===== src/rtl/lagd_mem_bank_arbiter.sv =====
// Round-robin arbiter sharing one single-ported memory bank between NumReq requesters.
// Grants are combinational; responses retire in issue order through a BankLatency-deep tracker.
module lagd_mem_bank_arbiter #(
  parameter int NumReq      = 2,
  parameter int AddrWidth   = 11,
  parameter int DataWidth   = 64,
  parameter int BankLatency = 1
) (
  input  logic                           clk_i,
  input  logic                           rst_i,
  input  logic [NumReq-1:0]              req_valid_i,
  output logic [NumReq-1:0]              req_ready_o,
  input  logic [NumReq*AddrWidth-1:0]    req_addr_i,
  input  logic [NumReq-1:0]              req_we_i,
  input  logic [NumReq*DataWidth/8-1:0]  req_be_i,
  input  logic [NumReq*DataWidth-1:0]    req_wdata_i,
  output logic [NumReq-1:0]              rsp_valid_o,
  output logic [DataWidth-1:0]           rsp_rdata_o,
  output logic                           bank_req_o,
  output logic                           bank_we_o,
  output logic [AddrWidth-1:0]           bank_addr_o,
  output logic [DataWidth/8-1:0]         bank_be_o,
  output logic [DataWidth-1:0]           bank_wdata_o,
  input  logic [DataWidth-1:0]           bank_rdata_i,
  output logic                           busy_o
);

  localparam int IdxWidth  = (NumReq > 1) ? $clog2(NumReq) : 1;
  localparam int CandWidth = IdxWidth + 1;
  localparam int BeWidth   = DataWidth / 8;
  localparam int LastStage = BankLatency - 1;

  logic [IdxWidth-1:0]  rr_r;
  logic [IdxWidth-1:0]  rr_next_s;
  logic [NumReq-1:0]    valid_s;
  logic [IdxWidth:0]    pick_s;
  logic                 grant_s;
  logic [IdxWidth-1:0]  win_idx_s;

  logic [BankLatency-1:0] pipe_valid_r;
  logic [BankLatency-1:0] pipe_we_r;
  logic [IdxWidth-1:0]    pipe_idx_r [BankLatency];

  // First valid requester at or after start, wrapping modulo NumReq; MSB flags a hit.
  // Scanning from the farthest offset down lets the nearest candidate overwrite the result.
  function automatic logic [IdxWidth:0] rr_pick(input logic [NumReq-1:0]   valid,
                                                input logic [IdxWidth-1:0] start);
    logic [IdxWidth:0]    res;
    logic [CandWidth-1:0] cand;
    res = {CandWidth{1'b0}};
    for (int off = NumReq - 1; off >= 0; off--) begin
      cand = {1'b0, start} + CandWidth'(off);
      if (cand >= CandWidth'(NumReq)) begin
        cand = cand - CandWidth'(NumReq);
      end else begin
        cand = cand;
      end
      if (valid[cand[IdxWidth-1:0]]) begin
        res = {1'b1, cand[IdxWidth-1:0]};
      end else begin
        res = res;
      end
    end
    return res;
  endfunction

  // Requests are invisible while reset is held.
  assign valid_s   = rst_i ? {NumReq{1'b0}} : req_valid_i;
  assign pick_s    = rr_pick(valid_s, rr_r);
  assign grant_s   = pick_s[IdxWidth];
  assign win_idx_s = pick_s[IdxWidth-1:0];

  // Pointer advance: one past the winner, wrapping at NumReq.
  always_comb begin
    rr_next_s = {IdxWidth{1'b0}};
    if (win_idx_s == IdxWidth'(NumReq - 1)) begin
      rr_next_s = {IdxWidth{1'b0}};
    end else begin
      rr_next_s = win_idx_s + {{(IdxWidth-1){1'b0}}, 1'b1};
    end
  end

  // Round-robin pointer register.
  always_ff @(posedge clk_i or posedge rst_i) begin
    if (rst_i) begin
      rr_r <= {IdxWidth{1'b0}};
    end else if (grant_s) begin
      rr_r <= rr_next_s;
    end else begin
      rr_r <= rr_r;
    end
  end

  // Grant decode and bank-side mux; everything is zero when nobody wins.
  always_comb begin
    req_ready_o  = {NumReq{1'b0}};
    bank_req_o   = grant_s;
    bank_we_o    = 1'b0;
    bank_addr_o  = {AddrWidth{1'b0}};
    bank_be_o    = {BeWidth{1'b0}};
    bank_wdata_o = {DataWidth{1'b0}};
    for (int i = 0; i < NumReq; i++) begin
      if (grant_s && (win_idx_s == IdxWidth'(i))) begin
        req_ready_o[i] = 1'b1;
        bank_we_o      = req_we_i[i];
        bank_addr_o    = req_addr_i[i*AddrWidth +: AddrWidth];
        bank_be_o      = req_be_i[i*BeWidth +: BeWidth];
        bank_wdata_o   = req_wdata_i[i*DataWidth +: DataWidth];
      end else begin
        req_ready_o[i] = 1'b0;
      end
    end
  end

  // Response tracker: stage 0 captures this cycle's grant, later stages shift.
  always_ff @(posedge clk_i or posedge rst_i) begin
    if (rst_i) begin
      pipe_valid_r <= {BankLatency{1'b0}};
      pipe_we_r    <= {BankLatency{1'b0}};
      for (int k = 0; k < BankLatency; k++) begin
        pipe_idx_r[k] <= {IdxWidth{1'b0}};
      end
    end else begin
      pipe_valid_r[0] <= grant_s;
      pipe_we_r[0]    <= bank_we_o;
      pipe_idx_r[0]   <= win_idx_s;
      for (int k = 1; k < BankLatency; k++) begin
        pipe_valid_r[k] <= pipe_valid_r[k-1];
        pipe_we_r[k]    <= pipe_we_r[k-1];
        pipe_idx_r[k]   <= pipe_idx_r[k-1];
      end
    end
  end

  // Retire: one-hot valid to the issuing requester, data only for reads.
  always_comb begin
    rsp_valid_o = {NumReq{1'b0}};
    rsp_rdata_o = {DataWidth{1'b0}};
    for (int i = 0; i < NumReq; i++) begin
      if (pipe_valid_r[LastStage] && (pipe_idx_r[LastStage] == IdxWidth'(i))) begin
        rsp_valid_o[i] = 1'b1;
      end else begin
        rsp_valid_o[i] = 1'b0;
      end
    end
    if (pipe_valid_r[LastStage] && !pipe_we_r[LastStage]) begin
      rsp_rdata_o = bank_rdata_i;
    end else begin
      rsp_rdata_o = {DataWidth{1'b0}};
    end
  end

  assign busy_o = (|valid_s) | (|pipe_valid_r);

endmodule


===== config.mk =====
export PLATFORM = sky130hd
export DESIGN_NAME = lagd_mem_bank_arbiter
export DESIGN_NICKNAME = d
export VERILOG_FILES = /design/src/rtl/lagd_mem_bank_arbiter.sv
export SDC_FILE = /design/constraint.sdc
export NUM_CORES = 1
export LEC_CHECK = 0
export CAP_MARGIN = 20
export CORE_AREA = 2 2 151 153
export DETAILED_ROUTE_END_ITERATION = 16
export DIE_AREA = 0 0 153 155
export GPL_ROUTABILITY_DRIVEN = 0
export PLACE_DENSITY = 0.54
export SLEW_MARGIN = 0
export SYNTH_ARGS = -nofsm -noshare
export SYNTH_HDL_FRONTEND = slang
export SYNTH_SLANG_ARGS = --single-unit
export TNS_END_PERCENT = 10

===== constraint.sdc =====
create_clock -name clk_i -period 1.8 [get_ports clk_i]
set_input_delay 0.45 -clock clk_i [delete_from_list [all_inputs] [get_ports clk_i]]
set_output_delay 0.45 -clock clk_i [all_outputs]
set_load 0.1 [all_outputs]

==> results of run 1 <==
## tightest hold or removal path, stage by stage
cell and delay, ps:
buf_6 140, buf_4 170, inv_1 130
## worst min-delay path by stage
stage | from | to | slack (ps) | depth (start not counted)
2_1_floorplan | rr_r$_DFFE_PP0P_ | rr_r$_DFFE_PP0P_ | 580 | 1
3_3_place_gp | rst_i | pipe_we_r$_DFF_PP0_ | 610 | 3
3_5_place_dp | rst_i | pipe_valid_r$_DFF_PP0_ | 610 | 3
4_1_cts | rst_i | pipe_valid_r$_DFF_PP0_ | 340 | 3
5_1_grt | rst_i | pipe_valid_r$_DFF_PP0_ | 340 | 3
6_report | rst_i | pipe_idx_r$_DFF_PP0_ | 320 | 3
## timing repair
item | CTS | global route
buffers inserted | 3 | 0
hold buffers | 0 | 0
gates resized for setup | 75 | 6
endpoints found under the setup margin | 136 | 149
endpoints found under the hold margin | 0 | 0
cloned | 2 | 1
pin swaps | 64 | 15
## flip-flops by register name, indices dropped and copies added (netlist names)
register      count
pipe_we_r         1
rr_r              1
pipe_idx_r        1
pipe_valid_r      1
## cell usage after synthesis
master / instances
o32ai_1: 46
nor2_1: 6
o21bai_1: 1
dfrtp_1: 4
a21bo_2: 1
buf_6: 6
inv_2: 1
nor2b_1: 3
buf_4: 5
and2_1: 65
buf_2: 14
clkbuf_1: 29
nand2b_1: 169
a22o_1: 1
inv_1: 1
o32ai_2: 38
## final cells by class
type	instances	area, sq um
clock buffers	3	75.07
fillers	1973	11300
inverters	2	15.01
multi-input cells	330	4040
flip-flops and latches	4	101.3
well taps	285	356.6
repair buffers	446	6335
## per-layer routing
layer / GRT usage (%) / vias up
li1: - / 2186
met1: 17.98 / 2077
met2: 28.70 / 211
met3: 3.259 / 6
met4: 1.587 / 0
met5: 0 / -
## through the flow
stage               std cells  setup WS [ps]  TNS [ps]  util, %  hold slack (ps)
global route             1070         -297.8    -26230    49.14            344.4
finish                   1070         -255.0    -18870    49.14            319.8
floorplan                 390         -446.3    -51860        -            576.8
CTS                      1069         -270.7    -21860    48.97            338.3
global placement         1061         -649.8    -52960    47.40            611.0
detailed placement       1061         -643.1    -52370    47.40            605.0
## report_power, final
group	total, mW	leakage [nW]	internal, mW	switching (mW)
Sequential	0.112	0.0497	0.101	0.0112
Clock	0.340	0.0370	0.283	0.0569
Combinational	5.14	3.75	2.22	2.92
Total	5.59	3.83	2.60	2.99
## cell families (layout without fill, tap and decap cells)
| kind of cell | count (synthesis) | after routing | synth area share, % |
|---|---|---|---|
| flip-flops | 4 | 4 | 3.400 |
| AND/OR/NAND/NOR | 243 | 243 | 51.13 |
| AO/OA/AOI/OAI | 87 | 87 | 35.57 |
| buffers and inverters | 56 | 451 | 9.902 |
## cell usage in the layout (no fill, tap or decap), types with 2 or more instances in the layout
master           instances
nor2b_4                  2
nand2b_4                 5
clkdlybuf4s50_1        229
buf_4                   17
buf_12                 182
clkbuf_16                4
and2_1                  18
nand2b_1               164
and2_4                  46
buf_16                   2
o32ai_4                 84
buf_6                    8
nor2_1                   3
dfrtp_1                  3
buf_8                    2
dlymetal6s2s_1           2
nor2_4                   2
==> flow_metrics.env, run 1 <==
export IMPL_cts_tree="built"
export IMPL_synth_top_area_cell="nand2b_1"
export IMPL_power_mw=5.588
export IMPL_status="complete, but fails checks"
export IMPL_initial_core_util_pct=13.25
export IMPL_cp_num_buf_inv=4
export IMPL_fmax_ghz=0.4866
export IMPL_antenna_found_initial=0
export IMPL_report_final_hold_viol_count=0
export IMPL_critPathMaxFanout=6
export IMPL_drt_met1_wl_um=7312
export IMPL_synth_area_leaders="nand2b_1, o32ai_2, and2_1, o32ai_1, clkbuf_1"
export IMPL_min_period_ps=2055
export IMPL_r2r_start="rr_r$_DFFE_PP0P_"
export IMPL_grt_start_max_net_pins=42
export IMPL_top_layer_used="met4"
export IMPL_htreeDepth=1
export IMPL_routed_wl_met2_um=10060
export IMPL_setup_ws_ps=-255.0
export IMPL_clock_sinks=4
export IMPL_synth_top_area_share_pct=35.91
export IMPL_crit_path_max_incr_delay_ps=410
export IMPL_synth_seq_cells=4
export IMPL_grt_first_pass_wirelength_um=28900
export IMPL_rows=55
export IMPL_yosys_cell_types_count=16
export IMPL_syn_inst=390
export IMPL_worst_pin_slew_ps=304.1
export IMPL_cp_start_kind="flop"
export IMPL_rsz0062_at_grt="yes"
export IMPL_power_leakage_nw=3.832
export IMPL_fin_nets=1023
export IMPL_final_cell_area_sq_mm=0.01092
export IMPL_cp_slowest_cell="dfrtp_2"
export IMPL_syn2layout_area_growth_pct=271.0
export IMPL_setup_viol=132
export IMPL_crit_required_ps=1350
export IMPL_worst_r2r_cell_count=4
export IMPL_worstSetupPathDepth=6
export IMPL_overflow=0
export IMPL_ys_seq_area_share_pct=3.400
export IMPL_drive_gt1_share_pct=46.11
export IMPL_syn_nets=626
export IMPL_vias=4480
export IMPL_dr_pass1_iters=4
export IMPL_core_sq_mm=0.02223
export IMPL_cts_buffers=3
export IMPL_p_per_area_mw_per_mm2=511.6
export IMPL_dpl_hpwl_um=15560
export IMPL_crit_path_frequent_cell="buf_12"
export IMPL_maxSlewViolCount=0
export IMPL_cp_arrival_ps=1600
export IMPL_drc_errors=0
export IMPL_wl_um=18760
export IMPL_vdd_drop_max_mv=0.2515
export IMPL_dieArea_sq_mm=0.02372
export IMPL_r2r_end="pipe_we_r$_DFF_PP0_"
export IMPL_die_w_um=153
export IMPL_first_iter_violations=98
export IMPL_relSlewSlack_pct=79.87
export IMPL_track_usage_pct=15.12
export IMPL_crit_family="buffers and inverters"
export IMPL_wl_met3_um=1297
export IMPL_maxCapViolations=0
export IMPL_synth_area_per_cell_sq_um=7.549
export IMPL_yosysWarnings=0
export IMPL_clock_skew_ps=0.08372
export IMPL_numPortBuffers=389
export IMPL_hp_class="in -> async"
export IMPL_root_buffer="clkbuf_16"
export IMPL_antenna_left=0
export IMPL_timing_final_crit_share_pct=114.2
export IMPL_clk_path_buf_depth=2
export IMPL_wl_per_cell_um=17.53
export IMPL_die_y_um=155
export IMPL_violations="negative setup slack"
export IMPL_r2r_slack_ps=600
export IMPL_first_global_vias=4838
export IMPL_antenna_cells=0
export IMPL_path_cells="nor2b_4 > buf_12 > buf_12 > clkbuf_16 > o32ai_4 > buf_12"
export IMPL_path_clk_slew_ps=30
export IMPL_crit_path_end_kind="output pin"
export IMPL_clk_latency_ps=220
export IMPL_cp_startpoint="rr_r$_DFFE_PP0P_"
export IMPL_path_class="reg -> out"
export IMPL_place_area_sq_mm=0.01054
export IMPL_viasPerCell=4.187
export IMPL_endpoint="bank_wdata_o[43]"
export IMPL_io_pins=390
export IMPL_syn_area_sq_mm=0.002944
Power figures use the tool's default switching activity.
==> inputs of run 2 (changes only) <==
ABC_AREA = 1   (was unset)
GPL_ROUTABILITY_DRIVEN = unset   (was 0)
PLACE_DENSITY = 0.5   (was 0.54)
==> flow_metrics.env, run 2 <==
export IMPL_dpl_hpwl_um=13830
export IMPL_p_sw_share_pct=56.41
export IMPL_relSlewSlack_pct=80.55
export IMPL_cp_arrival_ps=1550
export IMPL_layout_commonest_cell="clkdlybuf4s50_1"
export IMPL_clk_latency_ps=220
export IMPL_place_area_sq_mm=0.008502
export IMPL_synth_area_leaders="nand2_1, nand3_1, inv_1, nor2_1, buf_6"
export IMPL_htreeDepth=1
export IMPL_vias=4327
export IMPL_synth_commonest_cells="nand2_1, nand3_1, inv_1"
export IMPL_crit_family="buffers and inverters"
export IMPL_cp_slowest_cell="buf_12"
export IMPL_crit_path_max_incr_delay_ps=160
export IMPL_critPathMaxFanout=8
export IMPL_die_y_um=155
export IMPL_clk_path_buf_depth=2
export IMPL_wl_um=18270
export IMPL_syn_area_sq_mm=0.002017
export IMPL_report_final_hold_viol_count=0
export IMPL_synth_edf_count=0
export IMPL_yosys_cell_types_count=14
export IMPL_path_cells="buf_4 > nand2_4 > nand2_4 > buf_12 > buf_12 > buf_12 > buf_16 > nand3_1 > nand2_2 > buf_12"
export IMPL_synth_most_common_cell="nand2_1"
export IMPL_layout_common_cells="clkdlybuf4s50_1, buf_12, nand2_2"
export IMPL_clock_skew_ps=2.092
export IMPL_cts_buffers=3
export IMPL_track_usage_pct=14.23
export IMPL_violations="negative setup slack"
export IMPL_drive_gt1_share_pct=52.69
export IMPL_worst_r2r_cell_count=7
export IMPL_crit_path_end_kind="output pin"
export IMPL_clock_power_share_pct=6.3
export IMPL_antenna_left=0
export IMPL_worst_pin_slew_ps=291.7
export IMPL_path_class="in -> out"
export IMPL_first_iter_violations=129
export IMPL_numPortBuffers=389
export IMPL_first_global_vias=4363
export IMPL_pwr_share_seq_pct=1.9
export IMPL_synth_top_area_cell="nand2_1"
export IMPL_die_w_um=153
export IMPL_maxCapViolations=0
export IMPL_synth_area_per_cell_sq_um=4.605
export IMPL_cts_tree="built"
export IMPL_cts_hold_buf=0
export IMPL_synth_xor_area_share_pct=0
export IMPL_synth_main_ff_cell="dfrtp_1"
export IMPL_syn_inst=438
export IMPL_internal_power_mw=2.397
export IMPL_fmax_ghz=0.5001
export IMPL_fin_hold_ws_ps=210.3
export IMPL_drc_errors=0
export IMPL_rsz0062_at_grt="yes"
export IMPL_status="complete, but fails checks"
export IMPL_vdd_drop_max_mv=0.3018
export IMPL_syn_nets=674
export IMPL_p_per_area_mw_per_mm2=565.2
export IMPL_viasPerCell=3.796
export IMPL_synthMuxAreaShare_pct=0
export IMPL_tns_ps=-18790
export IMPL_min_period_ps=2000
export IMPL_synth_top_area_share_pct=32.20
export IMPL_root_buffer="clkbuf_16"
export IMPL_clock_sinks=4
export IMPL_post_route_util_pct=43.77
export IMPL_crit_path_frequent_cell="buf_12"
export IMPL_yosysWarnings=0
export IMPL_combPwrFrac_pct=91.9
export IMPL_core_sq_mm=0.02223
export IMPL_io_pins=390
export IMPL_synth_seq_cells=4
export IMPL_power_leakage_nw=4.244
export IMPL_yosys_area_share_simple_pct=68.98
export IMPL_antenna_found_initial=1
export IMPL_path_clk_slew_ps=30
export IMPL_ys_seq_area_share_pct=4.963
export IMPL_grt_start_max_net_pins=26
export IMPL_syn2layout_area_growth_pct=382.3
export IMPL_final_cell_area_sq_mm=0.009728
export IMPL_maxSlewViolCount=0
export IMPL_fin_nets=1092
export IMPL_n_fill_cell=2162
export IMPL_dr_pass1_iters=4
export IMPL_cp_num_buf_inv=6
export IMPL_worstSetupPathDepth=10
export IMPL_setup_ws_ps=-199.5
export IMPL_hp_class="in -> async"
export IMPL_synth_top_family_by_area="simple AND/OR/NAND/NOR gates"
export IMPL_cp_start_kind="input pin"
export IMPL_timing_final_crit_share_pct=111.1
export IMPL_overflow=0
export IMPL_async_flop_share_pct=100.0
export IMPL_switching_power_mw=3.102
export IMPL_grt_first_pass_wirelength_um=26290
export IMPL_initial_core_util_pct=9.074
export IMPL_rows=55
export IMPL_gp_congestion=0.7363
export IMPL_setup_viol=150
export IMPL_dieArea_sq_mm=0.02372
export IMPL_crit_required_ps=1350
export IMPL_synthAdderAreaFrac_pct=0
export IMPL_wl_per_cell_um=16.03
export IMPL_synth_compound_area_share_pct=0.2481
[run 2: cell count changes after synthesis, moves of 40 or more]
cell | before | now
o32ai_1 | 46 | 0
nand3_1 | 0 | 85
nor2_1 | 6 | 46
and2_1 | 65 | 0
nand2_1 | 0 | 173
inv_1 | 1 | 69
nand2b_1 | 169 | 0
[run 2: final cells by class]
| class | instances | area (sq um) | area share (%) |
|---|---|---|---|
| Timing Repair Buffer | 446 | 6456 | 66.37 |
| Clock buffer | 3 | 75.07 | 0.7717 |
| Antenna cell | 1 | 2.502 | 0.02572 |
| Sequential cell | 4 | 100.1 | 1.029 |
| Timing Repair inverter | 1 | 8.758 | 0.09003 |
| Inverter | 72 | 292.8 | 3.010 |
| Tap cell | 285 | 356.6 | 3.666 |
| Multi-Input combinational cell | 328 | 2436 | 25.04 |
[run 2: per-stage QoR]
stage / setup slack, ps / total power, mW / cells
floorplan: -251.4 / 2.820 / 438
global placement: -653.5 / 4.798 / 1104
detailed placement: -665.2 / 4.804 / 1104
CTS: -214.4 / 5.466 / 1134
global route: -251.4 / 5.681 / 1140
finish: -199.5 / 5.499 / 1140
[run 2: logic make-up after synthesis]
group                  count (synthesis)
AND/OR/NAND/NOR                      327
AO/OA/AOI/OAI                          1
flip-flops                             4
buffers and inverters                106
[run 2: power groups by stage]
stage / registers, mW / logic, mW / clock network [mW]
CTS: 0.102 / 5.01 / 0.356
finish: 0.103 / 5.05 / 0.345
floorplan: 0.102 / 2.72 / 0
global route: 0.103 / 5.22 / 0.360
global placement: 0.103 / 4.70 / 0
detailed placement: 0.103 / 4.70 / 0
[run 2: final timing paths]
| path | from | slack, ps | end |
|---|---|---|---|
| worst max-delay path | req_valid_i[0] | -200 | bank_wdata_o[5] |
| worst min-delay path | rst_i | 210 | rr_r$_DFFE_PP0P_ |
| worst max register to register | rr_r$_DFFE_PP0P_ | 620 | pipe_we_r$_DFF_PP0_ |
| worst min register to register | rr_r$_DFFE_PP0P_ | 530 | rr_r$_DFFE_PP0P_ |
| max in group asynchronous | rst_i | 1480 | pipe_we_r$_DFF_PP0_ |
| min in group clk_i | rr_r$_DFFE_PP0P_ | 530 | rr_r$_DFFE_PP0P_ |
[run 2: tightest hold or removal path, delay by kind of cell]
| family | cells | cell delay (ps) |
|---|---|---|
| buffers and inverters | 3 | 300 |
[run 2: per-layer routing]
| metal | GRT usage (%) | share of wire (%) |
|---|---|---|
| met1 | 16.75 | 38 |
| met5 | 0 | 0 |
| met4 | 1.455 | 0.63 |
| met2 | 26.78 | 53 |
| met3 | 3.705 | 8.3 |
[run 2: repair_timing]
action / 4_1_cts / 5_1_grt
pin swaps: 15 / 20
buffers inserted: 15 / 1
cloned: 12 / 6
setup endpoints to repair: 152 / 150
gates resized for setup: 95 / 62
==> inputs of run 3 (changes only) <==
ABC_CLOCK_PERIOD_IN_PS = 2200   (was unset)
CAP_MARGIN = 15   (was 20)
clock period = 2.2 ns   (was 1.8 ns; I/O delays follow)
==> flow_metrics.env, run 3 (same netlist as run 2, synthesis figures left out) <==
export IMPL_hp_class="in -> async"
export IMPL_dr_pass1_iters=4
export IMPL_multiInputGateArea_sq_mm=0.001861
export IMPL_track_usage_pct=13.02
export IMPL_min_period_ps=2177
export IMPL_antenna_found_initial=0
export IMPL_io_pins=390
export IMPL_clk_path_buf_depth=2
export IMPL_relSlewSlack_pct=80.61
export IMPL_vdd_drop_max_mv=0.2142
export IMPL_first_global_vias=4185
export IMPL_path_clk_slew_ps=30
export IMPL_tns_ps=0
export IMPL_critPathMaxFanout=7
export IMPL_wl_per_cell_um=15.32
export IMPL_p_per_area_mw_per_mm2=483.3
export IMPL_crit_path_end_kind="output pin"
export IMPL_grt_start_max_net_pins=25
export IMPL_cp_arrival_ps=1630
export IMPL_layout_commonest_cell="clkdlybuf4s50_1"
export IMPL_crit_required_ps=1650
export IMPL_htreeDepth=1
export IMPL_n_fill_cell=2243
export IMPL_initial_core_util_pct=9.074
export IMPL_cts_buffers=3
export IMPL_path_class="in -> out"
export IMPL_status="finished clean"
export IMPL_numPortBuffers=389
export IMPL_core_sq_mm=0.02223
export IMPL_drc_errors=0
export IMPL_clk_latency_ps=220
export IMPL_worst_pin_slew_ps=290.9
export IMPL_syn2layout_area_growth_pct=337.5
export IMPL_rsz0062_at_grt="yes"
export IMPL_antenna_cells=0
export IMPL_layout_common_cells="clkdlybuf4s50_1, buf_12, nand2_1"
export IMPL_fin_nets=1079
export IMPL_die_y_um=155
export IMPL_dieArea_sq_mm=0.02372
export IMPL_maxCapViolations=0
export IMPL_regArea_sq_um=100.1
export IMPL_power_leakage_nw=3.987
export IMPL_maxSlewViolCount=0
export IMPL_viasPerCell=3.761
export IMPL_drive_gt1_share_pct=41.85
export IMPL_overflow=0
export IMPL_fin_hold_ws_ps=438.8
export IMPL_cts_hold_buf=0
export IMPL_cts_tree="built"
export IMPL_power_mw=4.265
export IMPL_gp_congestion=0.7585
export IMPL_rows=55
export IMPL_wl_um=17250
export IMPL_clock_skew_ps=5.334
export IMPL_dpl_hpwl_um=12980
export IMPL_die_w_um=153
export IMPL_root_buffer="clkbuf_16"
export IMPL_setup_viol=0
export IMPL_report_final_hold_viol_count=0
export IMPL_fmax_ghz=0.4593
export IMPL_first_iter_violations=153
export IMPL_antenna_left=0
export IMPL_grt_first_pass_wirelength_um=24300
export IMPL_cp_start_kind="input pin"
export IMPL_vias=4235
export IMPL_clock_sinks=4
export IMPL_timing_final_crit_share_pct=98.96
## run 3: cell count changes in the layout (fill, tap and decap cells not counted), sizes merged
cell and change:
diode -1, inv -1, buf -11, bufbuf -1
## run 3: per-stage QoR
stage	util [%]	setup slack, ps	instances	area [sq um]
2_1_floorplan	-	-365.3	438	2205
3_3_place_gp	36.01	-485.8	1103	8004
3_5_place_dp	36.01	-474.0	1103	8004
4_1_cts	38.49	-6.249	1124	8556
5_1_grt	39.70	-41.01	1126	8823
6_report	39.70	22.89	1126	8823
## run 3: routing by layer
metal	part of all wire [%]	vias up	track usage [%]
met1	39	1893	14.90
li1	-	2112	-
met2	53	220	24.90
met3	7.1	10	3.426
met5	0	-	0
met4	0.96	0	1.499
## run 3: power by group
group          internal (mW)  leakage (nW)  switching, mW  total (mW)
clock                  0.232        0.0370         0.0509       0.283
sequential            0.0808        0.0493        0.00237      0.0831
combinational           1.52          3.90           2.37        3.90
## run 3: path summary, 6_finish.rpt
kind                            slack [ps]  cells after the start        startpoint                      to
min in group clk_i                     530                      2  rr_r$_DFFE_PP0P_        rr_r$_DFFE_PP0P_
max in group asynchronous             1650                      4             rst_i  pipe_valid_r$_DFF_PP0_
worst min register to register         530                      2  rr_r$_DFFE_PP0P_        rr_r$_DFFE_PP0P_
worst min-delay path                   440                      4             rst_i        rr_r$_DFFE_PP0P_
worst max register to register         680                      9  rr_r$_DFFE_PP0P_     pipe_we_r$_DFF_PP0_
worst max-delay path                    20                      9             rst_i          bank_addr_o[4]
## run 3: what timing repair did
| action | in CTS | in global routing |
|---|---|---|
| cloned | 8 | 5 |
| pin swaps | 10 | 12 |
| buffers inserted | 10 | 0 |
| resized for setup | 61 | 66 |
| setup endpoints to repair | 87 | 84 |
## run 3: critical path, stage by stage
cell and delay [ps]:
buf_4 130, inv_4 70, nand2_4 80, nand2_8 100, buf_6 110, buf_4 190, nand3_2 110, nand2_2 100
buf_12 170
## run 3: area by class of cell
class | count | share of cell area, %
repair buffers | 434 | 69.65
multi-input cells | 328 | 21.09
well taps | 285 | 4.041
inverters | 72 | 3.233
flip-flops and latches | 4 | 1.134
clock buffers | 3 | 0.8508
